### src/rtl/uart_rx_ctrl.sv
// Receive-side controller for uart_rx.
// Drains received bytes from uart_rx through the data_ready/read_en handshake into a
// DEPTH-entry show-ahead FIFO. The host reads the FIFO through valid/pop, and can see
// its occupancy and a sticky overflow flag. The block also holds the uart_rx clock
// divider and lets software program it.
//
// Ports:
//   clock, reset           system clock (rising edge); asynchronous active-high reset
//   rx_data_ready, rx_data byte-available flag and byte from uart_rx
//   rx_read_en             one-cycle consume pulse back to uart_rx
//   clock_divider          divider value driven to uart_rx
//   cfg_we, cfg_divider    divider write strobe and value (a zero value is ignored)
//   pop                    host consumes the FIFO head
//   data_out, data_valid   FIFO head and non-empty flag
//   count                  FIFO occupancy, 0..DEPTH
//   overflow               sticky flag: a byte was dropped because the FIFO was full
//   clear_overflow         clears overflow (a new drop in the same cycle wins)
module uart_rx_ctrl #(
  parameter int unsigned WIDTH           = 8,
  parameter int unsigned DEPTH           = 8,
  parameter int unsigned ADDR_BITS       = 3,
  parameter logic [15:0] DEFAULT_DIVIDER = 16'h10
) (
  input  logic                 clock,
  input  logic                 reset,
  input  logic                 rx_data_ready,
  input  logic [WIDTH-1:0]     rx_data,
  output logic                 rx_read_en,
  output logic [15:0]          clock_divider,
  input  logic                 cfg_we,
  input  logic [15:0]          cfg_divider,
  input  logic                 pop,
  output logic [WIDTH-1:0]     data_out,
  output logic                 data_valid,
  output logic [ADDR_BITS:0]   count,
  output logic                 overflow,
  input  logic                 clear_overflow
);

  localparam logic [ADDR_BITS:0]   DepthCnt = (ADDR_BITS + 1)'(DEPTH);
  localparam logic [ADDR_BITS:0]   CntOne   = (ADDR_BITS + 1)'(1);
  localparam logic [ADDR_BITS-1:0] PtrOne   = ADDR_BITS'(1);

  typedef enum logic [1:0] {StIdle, StAck, StWait} state_e;

  state_e                 state_q;
  logic                   rx_read_en_q;
  logic [WIDTH-1:0]       mem_q [DEPTH];
  logic [ADDR_BITS-1:0]   wr_ptr_q, rd_ptr_q;
  logic [ADDR_BITS:0]     count_q, count_d;
  logic                   overflow_q;
  logic [15:0]            divider_q;

  logic capture, do_pop, has_room, do_write, drop;

  always_comb begin
    capture  = (state_q == StIdle) && rx_data_ready;
    do_pop   = pop && (count_q != '0);
    // A pop in the same cycle frees the head slot even when the FIFO is full.
    has_room = (count_q != DepthCnt) || do_pop;
    do_write = capture && has_room;
    drop     = capture && !has_room;
  end

  always_comb begin
    count_d = count_q;
    case ({do_write, do_pop})
      2'b10:   count_d = count_q + CntOne;
      2'b01:   count_d = count_q - CntOne;
      default: count_d = count_q;
    endcase
  end

  // Handshake FSM. The byte is captured on the IDLE edge, so rx_read_en only frees uart_rx.
  always_ff @(posedge clock or posedge reset) begin
    if (reset) begin
      state_q      <= StIdle;
      rx_read_en_q <= 1'b0;
    end else begin
      case (state_q)
        StIdle: begin
          if (rx_data_ready) begin
            state_q      <= StAck;
            rx_read_en_q <= 1'b1;
          end
        end
        StAck: begin
          state_q      <= StWait;
          rx_read_en_q <= 1'b0;
        end
        StWait: begin
          // Block re-capture of the same byte until data_ready drops.
          if (!rx_data_ready) state_q <= StIdle;
        end
        default: begin
          state_q      <= StIdle;
          rx_read_en_q <= 1'b0;
        end
      endcase
    end
  end

  always_ff @(posedge clock or posedge reset) begin
    if (reset) begin
      for (int unsigned i = 0; i < DEPTH; i++) mem_q[i] <= '0;
      wr_ptr_q <= '0;
      rd_ptr_q <= '0;
      count_q  <= '0;
    end else begin
      if (do_write) begin
        mem_q[wr_ptr_q] <= rx_data;
        wr_ptr_q        <= wr_ptr_q + PtrOne;
      end
      if (do_pop) rd_ptr_q <= rd_ptr_q + PtrOne;
      count_q <= count_d;
    end
  end

  always_ff @(posedge clock or posedge reset) begin
    if (reset) begin
      overflow_q <= 1'b0;
    end else if (drop) begin
      overflow_q <= 1'b1;
    end else if (clear_overflow) begin
      overflow_q <= 1'b0;
    end
  end

  always_ff @(posedge clock or posedge reset) begin
    if (reset) begin
      divider_q <= DEFAULT_DIVIDER;
    end else if (cfg_we && (cfg_divider != 16'h0)) begin
      divider_q <= cfg_divider;
    end
  end

  assign rx_read_en    = rx_read_en_q;
  assign clock_divider = divider_q;
  assign data_out      = mem_q[rd_ptr_q];
  assign data_valid    = (count_q != '0);
  assign count         = count_q;
  assign overflow      = overflow_q;

endmodule

### config.mk
export PLATFORM = sky130hd
export DESIGN_NAME = uart_rx_ctrl
export DESIGN_NICKNAME = d
export VERILOG_FILES = /design/src/rtl/uart_rx_ctrl.sv
export SDC_FILE = /design/constraint.sdc
export NUM_CORES = 1
export LEC_CHECK = 0
export ABC_AREA = 0
export BUFFER_PORTS_ARGS = -buffer_cell sky130_fd_sc_hd__buf_2
export CAP_MARGIN = 15
export CORE_MARGIN = 10
export CORE_UTILIZATION = 45
export DETAILED_ROUTE_END_ITERATION = 10
export PLACE_DENSITY = 0.73
export SLEW_MARGIN = 20
export SYNTH_ARGS = -nofsm -noshare
export SYNTH_HDL_FRONTEND = slang
export SYNTH_SLANG_ARGS = --single-unit
export TNS_END_PERCENT = 5
### constraint.sdc
create_clock -name clock -period 2.5 [get_ports clock]
set_input_delay 0 -clock clock [delete_from_list [all_inputs] [get_ports clock]]
set_output_delay 0 -clock clock [all_outputs]
set_load 0.02 [all_outputs]
==> flow_metrics.py <==
metrics = {
    "detailed_routing": {
        "drt-initial-drc-count": 115,
        "vias": 2626,
        "ant_nets": 0,
        "drt_wl_total_um": 9020,
        "wl_per_cell_um": 17.4,
        "via_per_inst": 5.05,
        "drc": 0,
        "firstDrtPassIters": 4,
    },
    "worst_setup_path": {
        "crit_chain": "or3b_1 -> a21oi_4 -> inv_1 -> ha_1 -> ha_1 -> inv_1 -> nor4_1 -> nand4b_1 -> o211ai_1",
        "cp_max_fo": 7,
        "crit_arrival_ns": 2.53,
        "required_ns": 2.74,
        "worstSetupEndpointType": "flip-flop",
        "reg2regPathDepth": 9,
        "crit_type": "flip-flop to flip-flop",
        "slowest_stage": "or3b_1",
        "crit_path_start_kind": "flip-flop",
        "critPathMaxStageDelay_ns": 0.44,
    },
    "die": {
        "die_width_um": 118,
        "die_height_um": 118,
        "core.rowCount": 35,
        "top_level_ports": 61,
        "core_area_mm2": 0.00924,
        "die_area_mm2": 0.0138,
        "start_util_pct": 46.4,
    },
    "place": {
        "port_buffers": 60,
        "place.gp.congestion": 0.727,
        "placed_cells": 474,
        "dp_hpwl_um": 6020,
        "place_area_mm2": 0.00478,
        "pre_cts_ws_ns": 0.206,
    },
    "sta": {
        "fin_worst_skew_ns": 0.0127,
        "fmax_ghz": 0.435,
        "worst_pin_slew_ns": 0.942,
        "setup_tns_ns": 0,
        "maxSlewHeadroom_pct": 37.1,
        "slew_violations": 0,
        "rsz0062_at_grt": "false",
        "setup_slack_ns": 0.202,
        "hold_ws_ns": 0.131,
        "hold_viol": 0,
        "fin_crit_ns": 2.30,
        "period_share_pct": 91.9,
        "setup_viol": 0,
    },
    "final_layout": {
        "final_cells": 520,
        "insertedDiodeCount": 0,
        "area_delta_synth_final_pct": 23.2,
        "drive_gt1_share_pct": 51.7,
        "fin_nets": 422,
        "finish.instance_area_mm2": 0.00528,
        "final_util_pct": 57.2,
    },
    "yosys": {
        "yosys-top-cells-area": "dfrtp_1 (54%), mux2_2 (23%), mux4_2 (8.4%)",
        "synth_nets": 320,
        "synth-seq-cells": 94,
        "async_reset_ff_share_pct": 100,
        "synth_seq_area_share_pct": 54.9,
        "synth_top_area_cell": "dfrtp_1",
        "synth_common_cells": "dfrtp_1 (93), mux2_2 (88), mux4_2 (16), inv_1 (14), nand2_1 (8)",
        "synth_edf_count": 0,
        "syn_inst": 284,
        "ys_warn_count": 0,
        "yosysUniqueCellTypes": 38,
        "dominantRegCellSynth": "dfrtp_1",
        "synth_area_mm2": 0.00429,
        "synth_top_cell_area_share_pct": 54.3,
        "avgSynthCellArea_um2": 15.1,
        "yosysMostFrequentCell": "dfrtp_1",
    },
    "clocking": {
        "clockBufferDepth": 2,
        "cts_resized": 0,
        "cts_sinks": 94,
        "post-cts-setup-buffers": 0,
        "hold_buffers": 30,
        "clk_pin_slew_ns": 0.10,
        "clkLatencyLatePin_ns": 0.36,
        "cts.htree.levels": 3,
        "cts_made_buffers": 9,
        "cts_root_buf": "clkbuf_8",
        "cts_tree": "yes",
    },
    "pwr": {
        "power.share.clock_pct": 16.5,
        "p_int_mw": 4.09,
        "pwr-share-seq_pct": 41.3,
        "p_sw_share_pct": 34.6,
        "p_leak_nw": 2.38,
        "ir_drop_mv": 0.799,
        "comb_power_share_pct": 42.1,
        "power_mw": 6.25,
        "power.density_mw_per_mm2": 1180,
        "p_switching_mw": 2.16,
    },
    "min_path": {
        "hold_depth": 4,
        "worstHoldPathType": "input port to flip-flop",
    },
    "grt": {
        "grt_overflow": 0,
        "grt_max_degree": 55,
        "grt_pass1_vias": 3032,
        "antenna_found_initial": 0,
        "grt_pass1_wl_um": 15300,
        "grt_use_total_pct": 13.6,
    },
    "flow_run": {
        "cap_viol_max_count": 0,
    },
    "outcome": {
        "outcome": "finished, final reports clean",
    },
}
==> metal layers <==
layer	track usage, %	vias up	part of all wire, %
met3	3.31	4	3.3
li1	-	1235	-
met5	0	-	0
met1	16.1	1340	43
met2	23.5	47	53
met4	4.64	0	0.78
==> cells by family (layout without fill, tap and decap cells) <==
| family | after synthesis | count (layout) | synth area share [%] |
|---|---|---|---|
| multiplexers | 106 | 106 | 32.0 |
| flip-flops | 94 | 94 | 54.9 |
| AND/OR/NAND/NOR | 34 | 34 | 4.84 |
| buffers and inverters | 26 | 133 | 2.92 |
| AO/OA/AOI/OAI | 12 | 12 | 2.25 |
| adder cells (fa/ha/maj) | 6 | 6 | 1.93 |
| XOR/XNOR | 6 | 6 | 1.23 |
==> worst max-delay path, delay by kind of cell, from the launching register on <==
family          cells  cell delay [ns]
fa+ha+maj           2             0.61
compound gates      2             0.23
buf+inv             2             0.12
flops               1             0.40
simple gates        3             0.82
==> cell usage in the layout (no fill, tap or decap), types with 4 or more instances in the layout <==
cell type,Yosys,layout
mux4_2,16,16
clkbuf_8,0,9
buf_2,4,60
dfrtp_1,93,93
ha_1,5,5
xnor2_1,4,4
mux2_2,88,88
nand2_1,8,8
inv_1,14,13
nor4_1,5,5
o21ai_0,5,5
buf_4,2,13
dlygate4sd3_1,0,30
==> state kept, by name, indices dropped and copies added, names as in the netlist <==
name	flops
overflow	1
state_q	2
rx_read_en	1
clock_divider	16
count	4
rd_ptr_q	3
wr_ptr_q	3
mem_q	64
==> path summary, 6_finish.rpt <==
check	startpoint	end	slack, ns
setup / recovery	state_q[0]	count[3]	0.20
hold / removal	cfg_we	clock_divider[2]	0.13
setup reg to reg	state_q[0]	count[3]	0.20
hold reg to reg	state_q[1]	state_q[1]	0.48
max in group asynchronous	reset	mem_q[10]	1.36
min in group asynchronous	reset	clock_divider[3]	0.36
==> power groups by stage <==
stage	registers, mW	clock network, mW	logic [mW]
2_1_floorplan	2.54	0	1.99
3_3_place_gp	2.57	0	2.57
3_5_place_dp	2.61	0	2.65
4_1_cts	2.58	1.08	2.69
5_1_grt	2.66	1.13	2.90
6_report	2.58	1.03	2.63
==> final cells by class <==
class / instances / area, um2
repair buffers: 103 / 698
multi-input cells: 164 / 1810
clock inverters: 7 / 81.3
clock buffers: 9 / 124
well taps: 129 / 161
inverters: 14 / 53.8
fillers: 755 / 3960
flip-flops and latches: 94 / 2350
Power figures use the tool's default switching activity.
